<file path="src/rtl/imem_loader.sv">
// Instruction memory loader: assembles a length-prefixed, XOR-checksummed byte stream into
// 16-bit words, writes them to instruction memory and releases cpu_hold once the image verifies.
module imem_loader #(
   parameter int unsigned WIDTH       = 16,
   parameter int unsigned I_ADDR_W    = 7,
   parameter int unsigned TIMEOUT_CYC = 1024
) (
   input  logic                clk,
   input  logic                reset,
   input  logic                start,
   input  logic                in_valid,
   input  logic [7:0]          in_data,
   output logic                in_ready,
   output logic                mem_write,
   output logic [I_ADDR_W-1:0] mem_addr,
   output logic [WIDTH-1:0]    mem_data,
   output logic                cpu_hold,
   output logic                done,
   output logic                error,
   output logic [I_ADDR_W:0]   words_loaded
);

   localparam int unsigned Capacity = 2 ** I_ADDR_W;
   localparam int unsigned TmoW     = $clog2(TIMEOUT_CYC + 1);

   typedef enum logic [3:0] {
      StIdle,
      StLenHi,
      StLenLo,
      StDataHi,
      StDataLo,
      StWrite,
      StCheck,
      StDone,
      StErr
   } state_e;

   state_e              state_q, state_d;
   logic [15:0]         len_q;
   logic [7:0]          hi_q;
   logic [7:0]          csum_q;
   logic [I_ADDR_W:0]   words_q;
   logic [TmoW-1:0]     tmo_q;
   logic                mem_write_q;
   logic [I_ADDR_W-1:0] mem_addr_q;
   logic [WIDTH-1:0]    mem_data_q;

   logic                accept;
   logic                start_ok;
   logic                tmo_hit;
   logic [15:0]         len_next;
   logic [15:0]         words_next;

   assign accept     = in_valid & in_ready;
   assign len_next   = {len_q[15:8], in_data};
   assign words_next = 16'(words_q) + 16'd1;
   assign start_ok   = start & ((state_q == StIdle) | (state_q == StDone) | (state_q == StErr));
   // in_ready doubles as "waiting for a byte", which is exactly when the idle timer runs
   assign tmo_hit    = in_ready & ~accept & (tmo_q == TmoW'(TIMEOUT_CYC - 1));

   // State register
   always_ff @(posedge clk or negedge reset) begin
      if (!reset) begin
         state_q <= StIdle;
      end else begin
         state_q <= state_d;
      end
   end

   // Next-state logic
   always_comb begin
      state_d = state_q;
      unique case (state_q)
         StIdle, StDone, StErr: begin
            if (start) state_d = StLenHi;
         end
         StLenHi: begin
            if (accept) state_d = StLenLo;
         end
         StLenLo: begin
            if (accept) begin
               if (len_next == 16'd0) begin
                  state_d = StCheck;
               end else if (32'(len_next) > Capacity) begin
                  state_d = StErr;
               end else begin
                  state_d = StDataHi;
               end
            end
         end
         StDataHi: begin
            if (accept) state_d = StDataLo;
         end
         StDataLo: begin
            if (accept) state_d = StWrite;
         end
         StWrite: begin
            state_d = (words_next < len_q) ? StDataHi : StCheck;
         end
         StCheck: begin
            if (accept) state_d = (in_data == csum_q) ? StDone : StErr;
         end
         default: state_d = StIdle;
      endcase
      if (tmo_hit) state_d = StErr;
   end

   // Output decode
   always_comb begin
      in_ready = 1'b0;
      done     = 1'b0;
      error    = 1'b0;
      unique case (state_q)
         StLenHi, StLenLo, StDataHi, StDataLo, StCheck: in_ready = 1'b1;
         StDone:  done  = 1'b1;
         StErr:   error = 1'b1;
         default: ;
      endcase
      cpu_hold = ~done;
   end

   // Frame datapath: length, word assembly, running checksum, idle timer
   always_ff @(posedge clk or negedge reset) begin
      if (!reset) begin
         len_q   <= '0;
         hi_q    <= '0;
         csum_q  <= '0;
         words_q <= '0;
         tmo_q   <= '0;
      end else if (start_ok) begin
         len_q   <= '0;
         csum_q  <= '0;
         words_q <= '0;
         tmo_q   <= '0;
      end else begin
         if (accept) begin
            tmo_q <= '0;
         end else if (in_ready) begin
            tmo_q <= tmo_q + TmoW'(1);
         end
         if (accept) begin
            unique case (state_q)
               StLenHi:  len_q[15:8] <= in_data;
               StLenLo:  len_q[7:0]  <= in_data;
               StDataHi: begin
                  hi_q   <= in_data;
                  csum_q <= csum_q ^ in_data;
               end
               StDataLo: csum_q <= csum_q ^ in_data;
               default: ;
            endcase
         end
         if (state_q == StWrite) words_q <= words_q + 1'b1;
      end
   end

   // Memory port is registered; loading it on entry to WRITE lines the strobe up with that state
   always_ff @(posedge clk or negedge reset) begin
      if (!reset) begin
         mem_write_q <= 1'b0;
         mem_addr_q  <= '0;
         mem_data_q  <= '0;
      end else begin
         mem_write_q <= (state_d == StWrite);
         if (state_d == StWrite) begin
            mem_addr_q <= words_q[I_ADDR_W-1:0];
            mem_data_q <= WIDTH'({hi_q, in_data});
         end
      end
   end

   assign mem_write    = mem_write_q;
   assign mem_addr     = mem_addr_q;
   assign mem_data     = mem_data_q;
   assign words_loaded = words_q;

endmodule

</file>
<file path="config.mk">
export PLATFORM = sky130hd
export DESIGN_NAME = imem_loader
export DESIGN_NICKNAME = d
export VERILOG_FILES = /design/src/rtl/imem_loader.sv
export SDC_FILE = /design/constraint.sdc
export NUM_CORES = 1
export LEC_CHECK = 0
export CORE_ASPECT_RATIO = 1.25
export CORE_UTILIZATION = 58
export CTS_BUF_LIST = sky130_fd_sc_hd__clkbuf_2
export CTS_CLUSTER_SIZE = 12
export DETAILED_ROUTE_END_ITERATION = 10
export PLACE_DENSITY = 0.82
export REMOVE_ABC_BUFFERS = 1
export SYNTH_ARGS = -nofsm -noshare
export SYNTH_HDL_FRONTEND = slang
export SYNTH_SLANG_ARGS = --single-unit
export TNS_END_PERCENT = 5
</file>
<file path="constraint.sdc">
create_clock -name clk -period 3.05 [get_ports clk]
set_input_delay 0.305 -clock clk [delete_from_list [all_inputs] [get_ports clk]]
set_output_delay 0.305 -clock clk [all_outputs]
set_load 0.05 [all_outputs]
</file>
# --- Word-level counts from Yosys, hierarchy flattened ---
# Cells that the tools add are included.
word_totals:
  rom_bits: 0
  latchBits: 0
  mem_count: 0
  mem_bits_rw: 0
  elab_cells: 78
  in_bits: 12
  out_inout_bits: 36
  ff_bits: 79
op_classes:
  n_mul: 0
  n_reduce_logical: 15
  addsub: 3
  n_lt_le_gt_ge: 2
  eq_ne: 11
  div_mod_pow: 0
  n_shift: 0
  muxes: 27
  bitwise_logic: 10
op_table:
  columns: ["operator", "count"]
  rows:
  - ["8-bit 2-to-1 mux", 7]
  - ["4-bit 2-to-1 mux", 10]
  - ["11-bit 2-to-1 mux", 3]
  - ["16-bit 2-to-1 mux", 2]
  - ["4-bit one-hot mux with 7 select lines", 1]
  - ["4-bit by 3-bit equality test with 1-bit output (second input constant)", 5]
  - ["16-bit by 8-bit greater-than comparator with 1-bit output (second input constant)", 1]
  - ["16-bit zero test", 1]
  - ["9-bit by 16-bit < comparator with 1-bit output", 1]
  - ["11-bit by 1-bit adder with 11-bit output (second input constant)", 1]
  - ["11-bit by 10-bit equality test with 1-bit output (second input constant)", 1]
  - ["2-bit nonzero test", 5]
  - ["8-bit by 1-bit adder with 9-bit output (second input constant)", 1]
  - ["8-bit by 1-bit adder with 8-bit output (second input constant)", 1]
  - ["4-bit by 2-bit equality test with 1-bit output (second input constant)", 2]
  - ["8-bit equality test", 1]
  - ["8-bit bitwise XOR", 1]
  - ["2-bit AND reduction", 3]
  - ["5-bit OR reduction", 1]
  - ["1-bit AND", 4]
  - ["4-bit by 1-bit equality test with 1-bit output (second input constant)", 1]
  - ["4-bit equality test (second input constant)", 1]
  - ["4-bit zero test", 1]
  - ["1-bit 2-to-1 mux", 3]
  - ["other kinds (7)", 10]

# --- Depth between registers and ports, before layout ---
logic_depth:
  ltp_word: 9
  depth_mapped: 11
  depth_no_buf: 11

# --- Worst setup path before layout ---
# Ideal clock, no wire load.
synth_timing:
  path_type: "register -> register"
  start: "register words_q[0], in the netlist words_loaded[0]"
  end: "register state_q[0]"
  t_required_ns: 2.968
  path_stages_with_launch: 12
  path_buffers: 0
  setup_ns: 0.082
  path_slack_ns: 0.420
  synth_period_minus_slack_ns: 2.630
  arrival_ns: 2.548
  path_cell_list: "dfrtp_1 ha_1 nand3_1 nor2_1 xor2_1 ha_1 o21ai_0 nor2_1 nor3_1 a21oi_1 or2_2 a31oi_1"
synth_via:
  elab_chain_len: 5
synth_lines:
  columns: ["item", "line", "rtl"]
  rows:
  - ["from (decl)", "42", "logic [I_ADDR_W:0] words_q;"]
  - ["from (signal assigned)", "153", "if (state_q == StWrite) words_q <= words_q + 1'b1;"]
  - ["8-bit by 1-bit adder with 9-bit output", "56", "assign words_next = 16'(words_q) + 16'd1;"]
  - ["9-bit by 16-bit < comparator with 1-bit output", "98", "state_d = (words_next < len_q) ? StDataHi : StCheck;"]
  - ["3-bit 2-to-1 mux", "98", null]
  - ["4-bit one-hot mux with 7 select lines", "73", "unique case (state_q)"]
  - ["4-bit 2-to-1 mux", "105", "if (tmo_hit) state_d = StErr;"]
  - ["net state_d[0]", "38", "state_e state_q, state_d;"]
  - ["to (signal assigned)", "64", "state_q <= StIdle;"]
  - ["to (signal assigned)", "66", "state_q <= state_d;"]
  - ["to (decl)", "38", null]
# The timed path passes the listed nets, and every way through them passes these cells.
# A chain may end at the register's enable or synchronous reset.

# --- Final worst setup path ---
layout_timing:
  start: "register state_q[0]"
  end: "output port in_ready"
layout_via:
  elab_chain_len: 3
  elab_cells_between_ends: 7
  cone_classes: "5 x eq/ne; 1 x mux; 1 x reduce/logical"
layout_lines:
  columns: ["item", "line", "rtl"]
  rows:
  - ["4-bit by 1-bit equality test with 1-bit output, or another cell as far along", "113", "unique case (state_q)"]
  - ["5-bit OR reduction *", "113", null]
  - ["1-bit 2-to-1 mux *", "113", null]
  - ["to (decl)", "13", "output logic in_ready,"]
# Mark *: on every way between the ends. The rest lies on a longest branch, timed or not.

==> impl_metrics.csv <==
group,metric,value,unit
synth,synth-async-reset-ratio,100,%
synth,syn-cell-area,4070,um2
outcome,status,"finished clean",
cts,cts_buffers,9,
timing,slew_headroom,34.6,%
timing,setup_ws,0.150,ns
grt,grt.total_usage,26.2,%
power,switching_share,45.3,%
synth,synthCells,427,
setup_path,cp_slowest_cell,"clkdlybuf4s50_1",
synth,avgSynthCellArea,9.52,um2
synth,synth_edf_count,0,
cts,cts_tree,"built",
layout,drive_gt1_share,12.0,%
synth,ys_seq_elements,79,
timing,layout_min_cycle_time,2.90,ns
layout,final_common_cell,"dfrtp_1",
die,dieArea,7350,um2
synth,synth_top_family_by_area,"simple AND/OR/NAND/NOR gates",
timing,tightest_slew,0.981,ns
route,drt-vias-per-instance,5.75,
route,drc,0,
timing,hold_viol,0,
setup_path,crit_fanout,15,
synth,synth_cell_types,55,
setup_path,crit_arrival,2.60,ns
route,wirelength,8.83,mm
synth,synthXorXnorAreaFrac,3.66,%
die,die_y,95.6,um
placement,place_ws,0.468,ns
timing,finClkSkew,0.0248,ns
setup_path,cp.required,2.74,ns
layout,area.growth.synth_to_final,16.2,%
synth,yosys.area_share.simple,20.9,%
grt,gr-total-overflow,0,
grt,antenna_found_initial,0,
synth,synth-adder-area-share,3.08,%
worst_hold_path,worst_hold_path_type,"in2async",
synth,synth_top_area_share,48.6,%
route,routedWlPerCell,15.7,um
setup_path,rrSetupSlack,0.36,ns
synth,yosys_warnings,0,
synth,seq_area_frac_synth,48.6,%
power,pwr-share-clk,14.4,%
grt,grt_first_pass_wirelength,14.8,mm
timing,period_share,95.1,%
route,num_vias,3237,
layout,layout_common_cells,"dfrtp_1 (79), nand2_1 (74), clkdlybuf4s50_1 (46)",
die,core,6650,um2
cts,cts.sinks,79,
synth,yosysTopAreaCell,"dfrtp_1",
route,drtIter0Drc,219,
synth,ys.flop_type,"dfrtp_1",
placement,dp_hpwl,6.08,mm
cts,root_buffer,"clkbuf_2",
grt,grt_max_degree,80,
power,seqPwrFrac,38.6,%
die,io_pins,48,
cts,clk_latency,0.52,ns
power,power.internal,2320,uW
timing,rsz0062_at_grt,"no",
placement,io_buffers,47,
setup_path,worst_r2r_startpoint,"words_loaded[0]",
placement,routabilityCongestion,0.881,
setup_path,r2r_cells,11,
synth,synthMuxAreaShare,8.93,%
setup_path,crit_path_end_kind,"primary output",
setup_path,worstPathCellList,"a21oi_1 -> nand2_2 -> inv_2 -> clkdlybuf4s50_1",
power,power.switching,1930,uW
timing,finalSetupViolCount,0,
die,initial_utilization,61.2,%
route,ant_nets,0,
cts,cts_max_level,3,
cts,cts.reportedPaths.clkPinSlew,0.25,ns
cts,post_cts_buffers,0,
synth,synthTopCellsByArea,"dfrtp_1 (49%), nand2_1 (6.8%), mux2_2 (5.0%)",
setup_path,r2r_end,"state_q[0]",
power,p_leak,0.00228,uW
timing,finalSetupTns,0,ns
setup_path,critical_path_class,"reg2out",
job,maxCapViolations,0,
timing,fmax,345,MHz
power,vdd_drop_max,0.000726,V
power,powerDensity,899,nW/um2
power,power_frac_comb,47.0,%
cts,clock_path_buffers,2,
die,std_cell_rows,33,
layout,nNetsFinal,493,
synth,synth_compound_area_share,9.88,%
setup_path,start_kind,"flip-flop",
route,firstDrtPassIters,4,
layout,finalNonFillerCells,563,
setup_path,max_stage_delay,0.82,ns
die,fp.dieW,76.9,um
layout,diodes,0,
placement,dp_cells,546,
timing,drv_slew,0,
grt,grt_pass1_vias,3221,
logic make-up after synthesis:
group	after synthesis
AOI/OAI and AO/OA	66
adders and majority gates	10
xor gates and xnor gates	17
DFF	79
buffers and inverters	41
muxes	34
and+or+nand+nor	180
metrics by stage:
step           utilization (%)  total power, uW  hold WS, ns  area (um2)
6_report                  71.1             4250        0.439        4720
5_1_grt                   71.1             4510        0.418        4720
4_1_cts                   71.1             4250        0.431        4720
3_5_place_dp              68.9             3640        0.470        4580
3_3_place_gp              68.9             3560        0.457        4580
2_1_floorplan                -             2990      0.00941        3920
how the worst max path moves through the flow:
stage | endpoint | slack, ns | depth (start not counted) | startpoint
3_3_place_gp | state_q[0] | 0.57 | 11 | words_loaded[0]
3_5_place_dp | state_q[0] | 0.47 | 11 | words_loaded[0]
2_1_floorplan | csum_q[0] | 0.04 | 7 | state_q[2]
4_1_cts | in_ready | 0.13 | 4 | state_q[0]
6_report | in_ready | 0.15 | 4 | state_q[0]
5_1_grt | in_ready | 0.02 | 4 | state_q[0]
power by group through the flow:
| stage | Clock (uW) | Combinational (uW) | Sequential (uW) |
|---|---|---|---|
| 2_1_floorplan | 0 | 998 | 1990 |
| 3_3_place_gp | 0 | 1920 | 1640 |
| 3_5_place_dp | 0 | 1980 | 1660 |
| 4_1_cts | 623 | 1990 | 1640 |
| 5_1_grt | 667 | 2160 | 1680 |
| 6_report | 613 | 2000 | 1640 |
sequential cells by signal, indices dropped and copies added, names as in the netlist:
signal / count
mem_write: 1
state_q: 4
csum_q: 8
mem_addr: 7
words_loaded: 8
tmo_q: 11
len_q: 16
mem_data: 16
hi_q: 8
metal layers:
metal / part of all wire [%] / GRT usage [%] / vias up
li1: - / - / 1554
met1: 42 / 31.0 / 1567
met2: 50 / 45.5 / 93
met3: 4.4 / 3.92 / 23
met4: 3.0 / 15.4 / 0
met5: 0 / 0 / -
cell type report:
type	count	area, um2
clock inverter	7	86.3
tap	87	109
inverter	15	56.3
sequential	79	1980
clock buffer	9	45.0
fill	529	1920
multi-input combinational	307	1890
timing repair buffer	59	561
worst max-delay path: cells and delay by family (launching register included):
kind / cells / cell delay [ns]
AOI/OAI and AO/OA: 1 / 0.32
and+or+nand+nor: 1 / 0.19
buffers and inverters: 2 / 1.00
DFF: 1 / 0.58
Yosys cell counts (6+ instances only):
master    number
xor2_1        12
buf_2          8
nand3_1       21
o21ai_0       31
a21oi_1        8
nor2_1        38
ha_1          10
clkbuf_1      12
a31oi_1        6
nand2_1       74
mux2_2        18
nor3_1         7
dfrtp_1       79
mux2i_1       16
inv_1         14
repair_timing:
action / 4_1_cts / 5_1_grt
hold buffers: 1 / 0
hold endpoints to repair: 79 / 0
gates resized for setup: 0 / 0
Power figures use the tool's default switching activity.
==> patch, RTL diff (same settings) <==
Put a register stage on the output `error`, with the module's reset. The value now appears one clock later. The other outputs are not delayed to match.
--- a/src/rtl/imem_loader.sv
+++ b/src/rtl/imem_loader.sv
@@ -34,6 +34,8 @@
       StDone,
       StErr
    } state_e;
+
+   logic error_d;
 
    state_e              state_q, state_d;
    logic [15:0]         len_q;
@@ -109,11 +111,11 @@
    always_comb begin
       in_ready = 1'b0;
       done     = 1'b0;
-      error    = 1'b0;
+      error_d  = 1'b0;
       unique case (state_q)
          StLenHi, StLenLo, StDataHi, StDataLo, StCheck: in_ready = 1'b1;
          StDone:  done  = 1'b1;
-         StErr:   error = 1'b1;
+         StErr:   error_d = 1'b1;
          default: ;
       endcase
       cpu_hold = ~done;
@@ -174,5 +176,13 @@
    assign mem_data     = mem_data_q;
    assign words_loaded = words_q;
 
+   always_ff @(posedge clk or negedge reset) begin
+      if (!reset) begin
+         error <= '0;
+      end else begin
+         error <= error_d;
+      end
+   end
+
 endmodule
 
Function: changed (a bounded check fails within 4 cycles, from zero or initial values and one cycle with reset low).
==> patch against the unedited design <==
  * Setup slack better by 0.0071 ns
  * Global-route usage is 0.32 points lower
  * Highest routed layer unchanged
  * Sequential share of layout area down 0.079 points
  * Routed wire length shrank 0.70%
  * Final area is 1.5% higher
  * Non-clock buffer count up 3
  * Synthesized cell count rose by 0.23%
  * Via count up 1.3%
  * Maximum frequency is 0.25% higher
  * Total power rose by 2.3%
  * Area after synthesis grew 0.62%
  * Critical endpoint unchanged
  * Sequential cell count is 1 higher
==> patch: results (changes against the unedited design) <==
[run_status]
status = complete, no violations

[hold_path]
hp-class = in -> async

[clock_tree]
cts_resized = 0  ; unchanged
cts.htree.levels = 3  ; unchanged
cts_setup_buffers = 0  ; unchanged
numCtsBuffers = 9  ; unchanged
insertion_delay_ns = 0.57  ; +0.05 ns
ctsRootBufferMaster = clkbuf_2
clk_transition_reported_paths_ns = 0.27  ; +0.02 ns
clockBufferDepth = 2  ; unchanged
hold_buffers = 1  ; unchanged

[setup_path]
cp_data_arrival_time_ns = 2.59  ; about the same
rrSetupSlack_ns = 0.44  ; +0.08 ns
crit_slowest_cell = clkdlybuf4s50_1
crit_path_max_incr_delay_ns = 0.82  ; about the same
crit_fanout = 15  ; unchanged

[synthesis]
synth_mux_area_share_pct = 8.87  ; -0.055 points
synth-xor-area-share_pct = 3.64  ; -0.022 points
synth_adder_area_share_pct = 3.06  ; -0.019 points
synth_flop_cell = dfrtp_1
netlist_top_cells_area = dfrtp_1, nand2_1, mux2_2
yosysSeqAreaShare_pct = 48.9  ; +0.31 points
synth_common_cells = dfrtp_1, nand2_1, nor2_1, o21ai_0, nand3_1
async_reset_ff_share_pct = 100  ; unchanged
synth_cells = 428  ; +0.23%
synth_cell_types = 55  ; unchanged
ys.warnings.count = 0  ; unchanged
synth-compound-area-share_pct = 9.82  ; -0.060 points

[pwr]
ir_drop_uv = 730  ; +0.53%
cellLeakagePower_nw = 2.32  ; +1.6%
p_per_area_nw_per_um2 = 906  ; +0.80%

[finish]
antenna_cells = 0  ; unchanged
stdcell_count = 567  ; +0.71%
n_fill_cell = 518  ; -2.1%
nNetsFinal = 497  ; +0.81%
drive_gt1_share_pct = 12.5  ; +0.53 points

[drt]
drt-initial-drc-count = 247  ; +13%
wl_per_cell_um = 15.5  ; -1.4%
dr.pass1.iters = 5  ; +1
via_count = 3278  ; +1.3%

[grt]
grt_pass1_vias = 3169  ; -1.6%
grt_max_degree = 81  ; +1.3%
grt_pass1_wl_mm = 14.8  ; +0.37%
grt.total_usage_pct = 25.9  ; -0.32 points

[place]
place_area_um2 = 4630  ; +1.0%
gp_congestion = 0.887  ; +0.68%
dp.cells = 550  ; +0.73%
numPortBuffers = 47  ; unchanged
dpl_worst_slack_ns = 0.574  ; +0.105 ns
dp_hpwl_mm = 6.04  ; -0.69%

[timing]
whs_ns = 0.384  ; -0.0549 ns
worst_pin_slew_ns = 0.981  ; -0.000101 ns
max_freq_mhz = 346  ; +0.25%
fin_skew_ns = 0.0356  ; +0.0109 ns

## patch: cell count changes in the layout (fill, tap and decap cells not counted), sizes merged
| cell | change |
|---|---|
| buf | +3 |
| bufinv | +1 |
| clkinv | -1 |
| dfrtp | +1 |
## patch: report_power, final
group	leakage [nW]	internal (W)	total (W)	switching, W
logic	1.16	0.000744	0.00199	0.00124
clock network	0.0870	0.000288	0.000704	0.000415
registers	1.08	0.00139	0.00165	0.000264
total	2.32	0.00242	0.00434	0.00192
## patch: final timing paths
| path | start | endpoint |
|---|---|---|
| setup / recovery | state_q[0] | in_ready |
| hold / removal | reset | mem_addr[3] |
| setup reg to reg | words_loaded[0] | state_q[0] |
| hold reg to reg | mem_addr[5] | mem_addr[5] |
| max in group asynchronous | reset | len_q[13] |
| min in group clk | in_data[4] | mem_data[4] |
## patch: cell type report
class	instances	area share, %
timing repair buffer	62	12.2
clock buffer	9	0.940
clock inverter	7	2.25
multi-input combinational	307	39.4
inverter	15	1.17
tap	87	2.27
sequential	80	41.8
## patch: cell families after synthesis
family	count (synthesis)
AO/OA/AOI/OAI	66
XOR/XNOR	17
adder cells (fa/ha/maj)	10
buffers and inverters	41
flip-flops	80
multiplexers	34
AND/OR/NAND/NOR	180
## patch: per-layer routing
layer	vias up	wire length, um	part of all wire [%]	global-route usage, %
met5	-	0	0	0
met4	0	207	2.4	9.91
met3	18	335	3.8	4.64
met2	98	4430	51	45.0
met1	1600	3790	43	32.3
li1	1562	-	-	-
